--- src/rtl/mem_pkg.sv ---
// Shared definitions for the RV32I memory stage.
// Holds the datapath/register-index widths, the data-memory FSM state type
// and the packed writeback bundle carried from mem to writeback.
package mem_pkg;

  localparam int XLEN = 32;
  localparam int RAW  = 5;

  typedef enum logic [1:0] {
    IDLE    = 2'd0,
    LD_WAIT = 2'd1,
    ST_WAIT = 2'd2
  } state_t;

  typedef struct packed {
    logic            regwrite;
    logic [RAW-1:0]  regD;
    logic [XLEN-1:0] val;
  } wb_t;

endpackage

--- src/rtl/dmem_port.sv ---
// Data-memory port of the memory stage.
// Owns the IDLE/LD_WAIT/ST_WAIT state machine, the latched address, store
// data and load destination, and the req/we side of the memory handshake.
// Ports:
//   clk, rst              clock, async active-high reset
//   start_load/store      load/store request, only honoured in IDLE
//   addr_in               already word-aligned access address
//   wdata_in, rd_in       store data and load destination register
//   dmem_*                data-memory handshake
//   state                 current FSM state
//   done                  access completes this cycle (ack while waiting)
//   rdata, rd             read data and the latched load destination
module dmem_port #(
  parameter int XLEN = mem_pkg::XLEN,
  parameter int RAW  = mem_pkg::RAW
) (
  input  logic             clk,
  input  logic             rst,
  input  logic             start_load,
  input  logic             start_store,
  input  logic [XLEN-1:0]  addr_in,
  input  logic [XLEN-1:0]  wdata_in,
  input  logic [RAW-1:0]   rd_in,
  output logic             dmem_req,
  output logic             dmem_we,
  output logic [XLEN-1:0]  dmem_addr,
  output logic [XLEN-1:0]  dmem_wdata,
  input  logic             dmem_ack,
  input  logic [XLEN-1:0]  dmem_rdata,
  output mem_pkg::state_t  state,
  output logic             done,
  output logic [XLEN-1:0]  rdata,
  output logic [RAW-1:0]   rd
);
  import mem_pkg::*;

  state_t          state_q;
  state_t          state_d;
  logic [XLEN-1:0] addr_q;
  logic [XLEN-1:0] wdata_q;
  logic [RAW-1:0]  rd_q;

  always_ff @(posedge clk or posedge rst) begin
    if (rst) begin
      state_q <= IDLE;
    end else begin
      state_q <= state_d;
    end
  end

  always_comb begin
    state_d = state_q;
    case (state_q)
      IDLE: begin
        if (start_load) begin
          state_d = LD_WAIT;
        end else if (start_store) begin
          state_d = ST_WAIT;
        end
      end
      LD_WAIT, ST_WAIT: begin
        if (dmem_ack) begin
          state_d = IDLE;
        end
      end
      default: state_d = IDLE;
    endcase
  end

  // Handshake outputs decode the registered state only, so an async reset
  // drops dmem_req immediately and acks seen in IDLE are ignored.
  always_comb begin
    dmem_req = 1'b0;
    dmem_we  = 1'b0;
    done     = 1'b0;
    case (state_q)
      LD_WAIT: begin
        dmem_req = 1'b1;
        done     = dmem_ack;
      end
      ST_WAIT: begin
        dmem_req = 1'b1;
        dmem_we  = 1'b1;
        done     = dmem_ack;
      end
      default: ;
    endcase
  end

  // Access operands are captured on entry and held stable until the ack.
  always_ff @(posedge clk or posedge rst) begin
    if (rst) begin
      addr_q  <= '0;
      wdata_q <= '0;
      rd_q    <= '0;
    end else if (state_q == IDLE && (start_load || start_store)) begin
      addr_q <= addr_in;
      if (start_store) begin
        wdata_q <= wdata_in;
      end
      if (start_load) begin
        rd_q <= rd_in;
      end
    end
  end

  assign dmem_addr  = addr_q;
  assign dmem_wdata = wdata_q;
  assign state      = state_q;
  assign rdata      = dmem_rdata;
  assign rd         = rd_q;

endmodule

--- src/rtl/mem_stage.sv ---
// Memory stage of the 5-stage RV32I pipeline.
// Runs word loads/stores through dmem_port, drives the load/store stall with
// the loaded value, branch/jal flush with redirect target, mem-stage
// forwarding, and the registered writeback bundle.
// Ports:
//   clk, rst                          clock, async active-high reset
//   regwrite..jalrF, target, result,
//   store_data, branch_cond, regDF    execute-stage outputs
//   dmem_*                            data-memory handshake
//   stall, stall_val, regD_stall      stall and the value loaded under it
//   branch_flush, jal_flush,
//   pc_redirect                       control-flow redirect
//   regD_mem, regD_val_mem,
//   regwrite_mem                      forwarding from this stage
//   wb_regwrite, wb_regD, wb_val      registered writeback bundle
//   misalign_err                      pulse on a misaligned load/store
// The writeback bundle type is fixed at the package widths.
module mem_stage #(
  parameter int XLEN = mem_pkg::XLEN,
  parameter int RAW  = mem_pkg::RAW
) (
  input  logic             clk,
  input  logic             rst,
  input  logic             regwrite,
  input  logic             loadF,
  input  logic             storeF,
  input  logic             branchF,
  input  logic             jalF,
  input  logic             jalrF,
  input  logic [XLEN-1:0]  target,
  input  logic [XLEN-1:0]  result,
  input  logic [XLEN-1:0]  store_data,
  input  logic             branch_cond,
  input  logic [RAW-1:0]   regDF,
  output logic             dmem_req,
  output logic             dmem_we,
  output logic [XLEN-1:0]  dmem_addr,
  output logic [XLEN-1:0]  dmem_wdata,
  input  logic             dmem_ack,
  input  logic [XLEN-1:0]  dmem_rdata,
  output logic             stall,
  output logic [XLEN-1:0]  stall_val,
  output logic [RAW-1:0]   regD_stall,
  output logic             branch_flush,
  output logic             jal_flush,
  output logic [XLEN-1:0]  pc_redirect,
  output logic [RAW-1:0]   regD_mem,
  output logic [XLEN-1:0]  regD_val_mem,
  output logic             regwrite_mem,
  output logic             wb_regwrite,
  output logic [RAW-1:0]   wb_regD,
  output logic [XLEN-1:0]  wb_val,
  output logic             misalign_err
);
  import mem_pkg::*;

  state_t          state;
  logic            done;
  logic [XLEN-1:0] rdata;
  logic [RAW-1:0]  ld_rd;
  logic            idle;
  logic            mem_op;
  logic [XLEN-1:0] aligned_addr;
  wb_t             wb_d;
  wb_t             wb_q;

  assign idle         = (state == IDLE);
  assign mem_op       = loadF || storeF;
  assign aligned_addr = {result[XLEN-1:2], 2'b00};

  dmem_port #(
    .XLEN (XLEN),
    .RAW  (RAW)
  ) u_dmem_port (
    .clk         (clk),
    .rst         (rst),
    .start_load  (loadF),
    .start_store (storeF),
    .addr_in     (aligned_addr),
    .wdata_in    (store_data),
    .rd_in       (regDF),
    .dmem_req    (dmem_req),
    .dmem_we     (dmem_we),
    .dmem_addr   (dmem_addr),
    .dmem_wdata  (dmem_wdata),
    .dmem_ack    (dmem_ack),
    .dmem_rdata  (dmem_rdata),
    .state       (state),
    .done        (done),
    .rdata       (rdata),
    .rd          (ld_rd)
  );

  // Stall covers the entry cycle too, so execute inserts its nop right away.
  assign stall = (idle && mem_op) || !idle;

  // Flushes are only meaningful in IDLE; WAIT-state inputs are nops.
  assign branch_flush = idle && branchF && branch_cond;
  assign jal_flush    = idle && (jalF || jalrF);
  assign pc_redirect  = (branch_flush || jal_flush) ? target : '0;

  // A load's result is not known yet, so it must not be forwarded.
  assign regD_mem     = regDF;
  assign regD_val_mem = result;
  assign regwrite_mem = regwrite && !loadF && idle;

  // stall_val/regD_stall hold between acks; a store ack clears regD_stall.
  always_ff @(posedge clk or posedge rst) begin
    if (rst) begin
      stall_val  <= '0;
      regD_stall <= '0;
    end else if (done) begin
      if (state == LD_WAIT) begin
        stall_val  <= rdata;
        regD_stall <= ld_rd;
      end else begin
        regD_stall <= '0;
      end
    end
  end

  // Writeback is a bubble except for plain IDLE instructions and load acks.
  always_comb begin
    wb_d = '0;
    if (idle && !mem_op) begin
      wb_d.regwrite = regwrite;
      wb_d.regD     = regDF;
      wb_d.val      = result;
    end else if (state == LD_WAIT && done) begin
      wb_d.regwrite = (ld_rd != '0);
      wb_d.regD     = ld_rd;
      wb_d.val      = rdata;
    end
  end

  always_ff @(posedge clk or posedge rst) begin
    if (rst) begin
      wb_q         <= '0;
      misalign_err <= 1'b0;
    end else begin
      wb_q         <= wb_d;
      misalign_err <= idle && mem_op && (result[1:0] != 2'b00);
    end
  end

  assign wb_regwrite = wb_q.regwrite;
  assign wb_regD     = wb_q.regD;
  assign wb_val      = wb_q.val;

endmodule
--- config.mk ---
export PLATFORM = sky130hd
export DESIGN_NAME = mem_stage
export DESIGN_NICKNAME = d
export VERILOG_FILES = /design/src/rtl/mem_pkg.sv /design/src/rtl/dmem_port.sv /design/src/rtl/mem_stage.sv
export SDC_FILE = /design/constraint.sdc
export NUM_CORES = 1
export LEC_CHECK = 0
export BUFFER_PORTS_ARGS = -buffer_cell sky130_fd_sc_hd__buf_2
export CAP_MARGIN = 20
export CORE_ASPECT_RATIO = 0.5
export CORE_MARGIN = 10
export CORE_UTILIZATION = 40
export CTS_BUF_LIST = sky130_fd_sc_hd__clkbuf_4 sky130_fd_sc_hd__clkbuf_8
export DETAILED_ROUTE_END_ITERATION = 10
export GPL_TIMING_DRIVEN = 0
export HOLD_SLACK_MARGIN = 0.08
export PLACE_DENSITY_LB_ADDON = 0.08
export SLEW_MARGIN = 20
export SYNTH_ARGS = -nofsm -noshare
export SYNTH_HDL_FRONTEND = slang
export SYNTH_SLANG_ARGS = --single-unit
--- constraint.sdc ---
create_clock -name clk -period 10.71 [get_ports clk]
set_input_delay 2.142 -clock clk [delete_from_list [all_inputs] [get_ports clk]]
set_output_delay 2.142 -clock clk [all_outputs]
set_load 0.05 [all_outputs]
==> results of run 1 <==
[logic make-up (layout without fill, tap and decap cells)]
group                    after synthesis  count (layout)  share of synthesized area
AO/OA/AOI/OAI                         50              50                     0.0430
adder cells (fa/ha/maj)                3               3                    0.00626
buffers and inverters                 69             457                     0.0776
flip-flops                           145             145                      0.605
multiplexers                          67              67                      0.126
other                                  1               2                   0.000625
AND/OR/NAND/NOR                      197             197                      0.141
[power by group]
group,switching [uW],internal (uW)
clock network,214,240
registers,102,777
logic,1350,429
[layout make-up]
cell class | count | area (um^2) | share of cell area
flip-flops and latches | 145 | 3630 | 0.428
multi-input cells | 319 | 1910 | 0.225
repair buffers | 356 | 1800 | 0.213
plain buffers | 63 | 443 | 0.0523
clock buffers | 20 | 256 | 0.0303
well taps | 198 | 248 | 0.0292
clock inverters | 12 | 160 | 0.0189
inverters | 6 | 30.0 | 0.00354
[metal layers]
metal | share of wire | vias up | wire [um] | track usage
li1 | - | 2441 | - | -
met1 | 0.38 | 2439 | 7840 | 0.205
met2 | 0.52 | 186 | 10700 | 0.343
met3 | 0.092 | 22 | 1890 | 0.0676
met4 | 0.011 | 4 | 232 | 0.0535
met5 | 0.00097 | - | 20 | 0
[worst min-delay path, stage by stage (launching register included)]
cell	delay, ns
dfrtp_1	0.34
nand2_1	0.05
nand2_1	0.06
[flip-flops by register name (all words and copies together), names as in the netlist]
signal	count
u_dmem_port.dmem_addr	30
misalign_err	1
stall_val	32
u_dmem_port.rd	5
wb_regD	5
wb_val	32
regD_stall	5
u_dmem_port.state	2
wb_regwrite	1
u_dmem_port.dmem_wdata	32
[layout by cell type (no fill, tap or decap), drive strengths merged]
master,synthesis,layout
buf,54,410
nand2,153,153
dfrtp,145,145
mux2,67,67
o21ai,46,46
and2,33,33
clkbuf,9,29
inv,6,7
nor2,6,6
clkinvlp,0,4
clkinv,0,4
ha,3,3
bufinv,0,3
nand2b,2,2
a21oi,2,2
conb,1,2
nor3b,1,1
and3,1,1
a211oi,1,1
or4,1,1
a32o,1,1
[stage by stage]
stage / instances / util / cell area (um^2) / setup slack [ns] / hold WS [ns]
detailed placement: 1087 / 0.553 / 8060 / 5.19 / 0.457
global route: 1119 / 0.581 / 8480 / 5.04 / 0.487
global placement: 1086 / 0.550 / 8020 / 2.92 / 0.455
floorplan: 533 / - / 6000 / 4.67 / 0.494
finish: 1119 / 0.581 / 8480 / 5.20 / 0.471
CTS: 1119 / 0.581 / 8480 / 5.18 / 0.476
[final timing paths]
| check | to | slack (ns) | depth (start not counted) |
|---|---|---|---|
| max in group asynchronous | wb_val[19] | 8.21 | 3 |
| hold / removal | stall_val[1] | 0.47 | 2 |
| min in group asynchronous | u_dmem_port.dmem_addr[8] | 1.72 | 2 |
| setup reg to reg | wb_val[9] | 8.77 | 5 |
| setup / recovery | pc_redirect[13] | 5.20 | 6 |
| hold reg to reg | stall_val[1] | 0.47 | 2 |
==> flow_metrics.env, run 1 <==
export IMPL_final_setup_tns_ns=0
export IMPL_path_buf_inv=3
export IMPL_antenna_found_initial=2
export IMPL_synth_top_cell_area_share=0.605
export IMPL_ant_nets=0
export IMPL_die_h_um=107
export IMPL_drive_gt1_frac=0.556
export IMPL_finalPower_uw=3120
export IMPL_clk_latency_ns=0.44
export IMPL_yosysSeqAreaShare=0.605
export IMPL_port_buffers=355
export IMPL_antennaDiodeCount=0
export IMPL_start_util=0.411
export IMPL_drv_cap=0
export IMPL_status="finished clean"
export IMPL_max_freq_ghz=0.181
export IMPL_clock_root_buffer="clkbuf_8"
export IMPL_ys_ff_latch=145
export IMPL_syn_inst=532
export IMPL_setup_worst_path_start="branch_cond"
export IMPL_async_flop_share=1.00
export IMPL_synth_main_ff_cell="dfrtp_1"
export IMPL_area_growth_synth_to_final_pct=41.4
export IMPL_slowest_stage="clkbuf_1"
export IMPL_cp_start_kind="input port"
export IMPL_cp_required_ns=8.57
export IMPL_power_leakage_uw=0.00466
export IMPL_path_clk_slew_ns=0.08
export IMPL_grt_util_all_layers=0.189
export IMPL_post_route_period_util=0.515
export IMPL_p_per_area_mw_per_mm2=368
export IMPL_n_fill_cell=1355
export IMPL_wl_um=20700
export IMPL_drv_slew=0
export IMPL_grt_pass1_vias=5314
export IMPL_drc=0
export IMPL_cp_arrival_ns=3.37
export IMPL_via_per_inst=4.55
export IMPL_clock_sinks=145
export IMPL_cp_max_fo=10
export IMPL_firstDrtPassIters=4
export IMPL_min_from="stall_val[1]"
export IMPL_ctsHtreeMaxLevel=4
export IMPL_synth_area_mm2=0.00600
export IMPL_timing_slew_headroom=0.623
export IMPL_critPathTopFamily="buffers and inverters"
export IMPL_die_x_um=193
export IMPL_coreArea_mm2=0.0146
export IMPL_die_area_mm2=0.0206
export IMPL_yosysUniqueCellTypes=22
export IMPL_synth_edf_count=0
export IMPL_dp_hpwl_um=16700
export IMPL_ctsLongestPathBuffers=2
export IMPL_cpMostUsedCell="buf_2"
export IMPL_cpPeakStageDelay_ns=0.32
export IMPL_hold_class="reg2reg"
export IMPL_grt_pass1_wl_um=30000
export IMPL_synth_area_leaders="dfrtp_1, mux2_2, nand2_1"
export IMPL_yosys_area_top_type="dfrtp_1"
export IMPL_final_net_count=1054
export IMPL_finClkSkew_ns=0.0114
export IMPL_post_cts_setup_buffers=0
export IMPL_io_pins=358
export IMPL_rows=31
export IMPL_post_drt_wl_per_cell_um=18.5
export IMPL_grt_max_degree=90
export IMPL_timing_rr_start="u_dmem_port.state[0]"
export IMPL_peakVddDrop_v=0.000180
export IMPL_crit_chain="buf_2, a211oi_1, nor2_1, clkbuf_1, and2_1, buf_2"
export IMPL_rsz0062_at_grt="false"
export IMPL_hold_viol_final=0
export IMPL_setup_viol=0
export IMPL_worstMarginPinSlew_ns=0.565
export IMPL_avgSynthCellArea_um2=11.3
export IMPL_drt_iter0_markers=198
export IMPL_cts_tree="built"
export IMPL_postCtsHoldBufs=0
export IMPL_fin_crit_ns=5.51
export IMPL_numCtsBuffers=17
export IMPL_grt_ovfl_total=0
export IMPL_crit_path_end_kind="primary output"
export IMPL_gp_congestion=0.795
export IMPL_worstSetupPathType="in2out"
export IMPL_cts_resized=0
export IMPL_synth_most_common_cell="nand2_1"
export IMPL_yosys_warnings=0
export IMPL_post_synth_most_frequent_cells="nand2_1, dfrtp_1, mux2_2"
export IMPL_vias=5092
No activity file was read; power rests on OpenSTA's default activity.
==> inputs of run 2 (changes only) <==
==> constraint.sdc (replaced) <==
create_clock -name clk -period 4.8 [get_ports clk]
set_input_delay 0.96 -clock clk [delete_from_list [all_inputs] [get_ports clk]]
set_output_delay 0.96 -clock clk [all_outputs]
set_load 0.05 [all_outputs]
==> run 2 against run 1 <==
  * Clock skew increased by 0.0039 ns
  * Clock power increased by 120%
  * Sequential power increased by 120%
  * Register-to-register slack got worse by 5.9 ns
  * Setup slack got worse by 3.7 ns
  * Critical path depth increased by 1
  * Non-clock buffer count increased by 3
  * First-iteration DRC count increased by 41%
  * Highest routed layer unchanged
==> flow_metrics.env, run 2 (same netlist as run 1, synthesis figures left out) <==
export IMPL_worstMarginPinSlew_ns=0.593
export IMPL_numCtsBuffers=17
export IMPL_area_growth_synth_to_final_pct=42.0
export IMPL_status="finished clean"
export IMPL_coreArea_mm2=0.0146
export IMPL_antenna_found_initial=2
export IMPL_drv_slew=0
export IMPL_rsz0062_at_grt="false"
export IMPL_grt_max_degree=35
export IMPL_ctsHtreeMaxLevel=4
export IMPL_ant_nets=0
export IMPL_finalPower_uw=6930
export IMPL_drive_gt1_frac=0.557
export IMPL_rows=31
export IMPL_via_per_inst=4.56
export IMPL_postCtsHoldBufs=0
export IMPL_final_cell_mix="buf_2, nand2_1, dfrtp_1"
export IMPL_drt_iter0_markers=279
export IMPL_cp_start_kind="register"
export IMPL_setup_viol=0
export IMPL_grt_pass1_vias=5529
export IMPL_post_route_period_util=0.697
export IMPL_crit_path_end_kind="primary output"
export IMPL_final_net_count=1057
export IMPL_wl_um=21100
export IMPL_path_clk_slew_ns=0.09
export IMPL_cp_required_ns=3.84
export IMPL_peakVddDrop_v=0.000332
export IMPL_cts_resized=0
export IMPL_worstSetupPathType="reg2out"
export IMPL_postLayoutCoreUtil=0.584
export IMPL_port_buffers=355
export IMPL_max_freq_ghz=0.299
export IMPL_grt_pass1_wl_um=31200
export IMPL_io_pins=358
export IMPL_final_setup_tns_ns=0
export IMPL_firstDrtPassIters=6
export IMPL_dp_hpwl_um=17100
export IMPL_grt_util_all_layers=0.196
export IMPL_start_util=0.411
export IMPL_gp_congestion=0.769
export IMPL_die_h_um=107
export IMPL_power_leakage_uw=0.00468
export IMPL_fin_crit_ns=3.35
export IMPL_cp_arrival_ns=2.39
export IMPL_drv_cap=0
export IMPL_die_area_mm2=0.0206
export IMPL_ctsLongestPathBuffers=2
export IMPL_hold_slack_ns=0.473
export IMPL_hold_viol_final=0
export IMPL_p_per_area_mw_per_mm2=814
export IMPL_finClkSkew_ns=0.0153
export IMPL_die_x_um=193
export IMPL_timing_slew_headroom=0.604
export IMPL_n_fill_cell=1332
export IMPL_drc=0
export IMPL_cts_tree="built"
export IMPL_clock_root_buffer="clkbuf_8"
export IMPL_cp_max_fo=10
export IMPL_post_cts_setup_buffers=0
export IMPL_clk_latency_ns=0.44
export IMPL_final_common_cell="buf_2"
export IMPL_post_drt_wl_per_cell_um=18.8
export IMPL_grt_ovfl_total=0
export IMPL_hold_class="reg2reg"
export IMPL_vias=5126
export IMPL_clock_sinks=145
==> run 2: worst max-delay path, stage by stage, from the launching register on <==
cell and delay [ns]:
dfrtp_1 0.40, inv_1 0.09, ha_1 0.30, inv_1 0.11, nor2_1 0.32, clkbuf_1 0.29, and2_1 0.18, buf_2 0.27
==> run 2: final timing paths <==
kind / cells past startpoint / startpoint / endpoint / slack, ns
setup reg to reg: 5 / u_dmem_port.state[0] / wb_val[12] / 2.91
max in group asynchronous: 4 / rst / u_dmem_port.dmem_addr[13] / 3.40
setup / recovery: 7 / u_dmem_port.state[0] / pc_redirect[25] / 1.45
hold reg to reg: 2 / stall_val[2] / stall_val[2] / 0.47
hold / removal: 2 / stall_val[2] / stall_val[2] / 0.47
min in group asynchronous: 2 / rst / u_dmem_port.dmem_wdata[23] / 0.58
==> run 2: per-layer routing <==
| layer | vias to the layer above | track usage | share of wire |
|---|---|---|---|
| met5 | - | 0 | 0.00062 |
| met4 | 2 | 0.0551 | 0.011 |
| met3 | 20 | 0.0747 | 0.10 |
| met2 | 200 | 0.362 | 0.53 |
| met1 | 2460 | 0.204 | 0.36 |
| li1 | 2444 | - | - |
==> run 2: layout make-up <==
type	count	area (um^2)	share of cell area
sequential	145	3630	0.426
clock inverter	15	170	0.0200
tap	198	248	0.0291
timing repair buffer	359	1860	0.218
buffer	63	443	0.0520
multi-input combinational	319	1910	0.224
antenna	2	5.00	0.000588
clock buffer	17	234	0.0275
inverter	6	26.3	0.00309
==> run 2: metrics by stage <==
stage / instances / cell area (um^2) / worst slack [ns]
floorplan: 533 / 6000 / 1.99
global placement: 1086 / 8030 / 1.03
detailed placement: 1090 / 8110 / 1.70
CTS: 1122 / 8510 / 1.42
global route: 1123 / 8510 / 1.19
finish: 1124 / 8520 / 1.45
==> run 2: power breakdown <==
| group | switching [uW] | internal, uW | total, uW |
|---|---|---|---|
| Sequential | 228 | 1730 | 1960 |
| Clock | 546 | 438 | 984 |
| Combinational | 3020 | 962 | 3990 |
| Total | 3800 | 3130 | 6930 |
==> inputs of run 3 (changes only) <==
==> constraint.sdc (replaced) <==
create_clock -name clk -period 3.3 [get_ports clk]
set_input_delay 0.66 -clock clk [delete_from_list [all_inputs] [get_ports clk]]
set_output_delay 0.66 -clock clk [all_outputs]
set_load 0.05 [all_outputs]
==> run 3 against run 2 <==
  * Cell count did not move
  * Wire length about the same
  * Worst hold slack worse by 0.19 ns
  * Non-clock buffer count unchanged
  * Critical endpoint unchanged
  * Sequential share of layout area about the same
  * Combinational power is 45% higher
  * Die area unchanged
  * Register-to-register slack got worse by 1.5 ns
  * Via count unchanged
  * Global-route usage stayed put
  * Critical path type unchanged
  * Largest cell class unchanged
  * Critical path depth did not move
==> flow_metrics.env, run 3 (same netlist as run 1, synthesis figures left out) <==
export IMPL_postCtsHoldBufs=0
export IMPL_path_buf_inv=4
export IMPL_grt_pass1_vias=5529
export IMPL_io_pins=358
export IMPL_drive_gt1_frac=0.558
export IMPL_rr_endpoint="wb_val[12]"
export IMPL_worstSetupPathType="reg2out"
export IMPL_slowest_stage="dfrtp_1"
export IMPL_n_fill_cell=1330
export IMPL_hold_class="in2async"
export IMPL_clk_latency_ns=0.44
export IMPL_wl_um=21100
export IMPL_cpPeakStageDelay_ns=0.40
export IMPL_fin_crit_ns=2.96
export IMPL_max_freq_ghz=0.338
export IMPL_firstDrtPassIters=6
export IMPL_cp_arrival_ns=2.30
export IMPL_crit_chain="inv_1, ha_1, inv_1, nor2_2, clkbuf_1, and2_1, buf_2"
export IMPL_cts_resized=0
export IMPL_p_per_area_mw_per_mm2=1180
export IMPL_via_per_inst=4.56
export IMPL_vias=5126
export IMPL_hold_viol_final=0
export IMPL_final_cells=1124
export IMPL_drv_cap=0
export IMPL_stdcell_area_mm2=0.00852
export IMPL_cp_required_ns=2.64
export IMPL_ctsLongestPathBuffers=2
export IMPL_start_util=0.411
export IMPL_critPathTopFamily="buffers and inverters"
export IMPL_timing_slew_headroom=0.604
export IMPL_path_clk_slew_ns=0.10
export IMPL_timing_rr_start="u_dmem_port.state[0]"
export IMPL_fin_ws_ns=0.338
export IMPL_final_net_count=1057
export IMPL_grt_ovfl_total=0
export IMPL_final_common_cell="buf_2"
export IMPL_ant_nets=0
export IMPL_clock_sinks=145
export IMPL_finalPower_uw=10100
export IMPL_grt_max_degree=35
export IMPL_post_route_period_util=0.897
export IMPL_cts_tree="built"
export IMPL_area_growth_synth_to_final_pct=42.1
export IMPL_post_drt_wl_per_cell_um=18.8
export IMPL_rr_worst_depth=5
export IMPL_cp_max_fo=10
export IMPL_drc=0
export IMPL_rsz0062_at_grt="false"
export IMPL_gp_congestion=0.769
export IMPL_drv_slew=0
export IMPL_die_x_um=193
export IMPL_crit_path_end_kind="primary output"
export IMPL_drt_iter0_markers=257
export IMPL_critical_path_depth=7
export IMPL_coreArea_mm2=0.0146
export IMPL_clock_root_buffer="clkbuf_8"
export IMPL_worstMarginPinSlew_ns=0.593
export IMPL_regToRegSetupSlack_ns=1.41
export IMPL_finClkSkew_ns=0.0153
export IMPL_antenna_found_initial=2
export IMPL_peakVddDrop_v=0.000483
export IMPL_endpoint="pc_redirect[25]"
export IMPL_post_dp_cell_area_mm2=0.00811
export IMPL_placedCellCount=1090
export IMPL_setup_worst_path_start="u_dmem_port.state[0]"
export IMPL_dpl_worst_slack_ns=0.714
export IMPL_grt_util_all_layers=0.196
export IMPL_hold_slack_ns=0.282
export IMPL_power_leakage_uw=0.00468
export IMPL_setup_viol=0
export IMPL_port_buffers=355
export IMPL_dp_hpwl_um=17100
export IMPL_post_cts_setup_buffers=0
export IMPL_rows=31
export IMPL_die_area_mm2=0.0206
export IMPL_die_h_um=107
export IMPL_grt_pass1_wl_um=31200
export IMPL_cpMostUsedCell="inv_1"
export IMPL_status="finished clean"
export IMPL_cp_start_kind="register"
export IMPL_numCtsBuffers=17
export IMPL_final_cell_mix="buf_2, nand2_1, dfrtp_1"
export IMPL_ctsHtreeMaxLevel=4
## run 3: layer usage
| metal | global-route usage | vias to the layer above | wire length, um |
|---|---|---|---|
| met5 | 0 | - | 13 |
| met4 | 0.0551 | 2 | 228 |
| met3 | 0.0747 | 20 | 2160 |
| met2 | 0.362 | 203 | 11100 |
| met1 | 0.204 | 2457 | 7560 |
| li1 | - | 2444 | - |
## run 3: worst min path at each step
stage | endpoint | slack (ns) | cells after the start
after floorplan | u_dmem_port.state[0] | 0.49 | 1
after global placement | stall_val[19] | 0.46 | 2
after detailed placement | stall_val[16] | 0.46 | 2
after CTS | u_dmem_port.dmem_wdata[5] | 0.27 | 2
after global routing | u_dmem_port.dmem_wdata[23] | 0.30 | 2
final | u_dmem_port.dmem_wdata[23] | 0.28 | 2
## run 3: stage by stage
stage               setup TNS (ns)   util
floorplan                        0      -
global placement            -23.03  0.550
detailed placement               0  0.556
CTS                              0  0.584
global route                     0  0.584
finish                           0  0.584
## run 3: power by group
group	internal, uW	total, uW	switching [uW]
clock network	637	1430	795
registers	2520	2850	332
logic	1400	5800	4400
## run 3: layout make-up
class                   count  area [um^2]  share of cell area
multi-input cells         319         1910               0.224
inverters                   6         26.3             0.00308
flip-flops and latches    145         3630               0.426
well taps                 198          248              0.0291
clock inverters            15          170              0.0200
diodes                      2         5.00            0.000587
plain buffers              63          443              0.0520
repair buffers            359         1860               0.218
clock buffers              17          234              0.0275
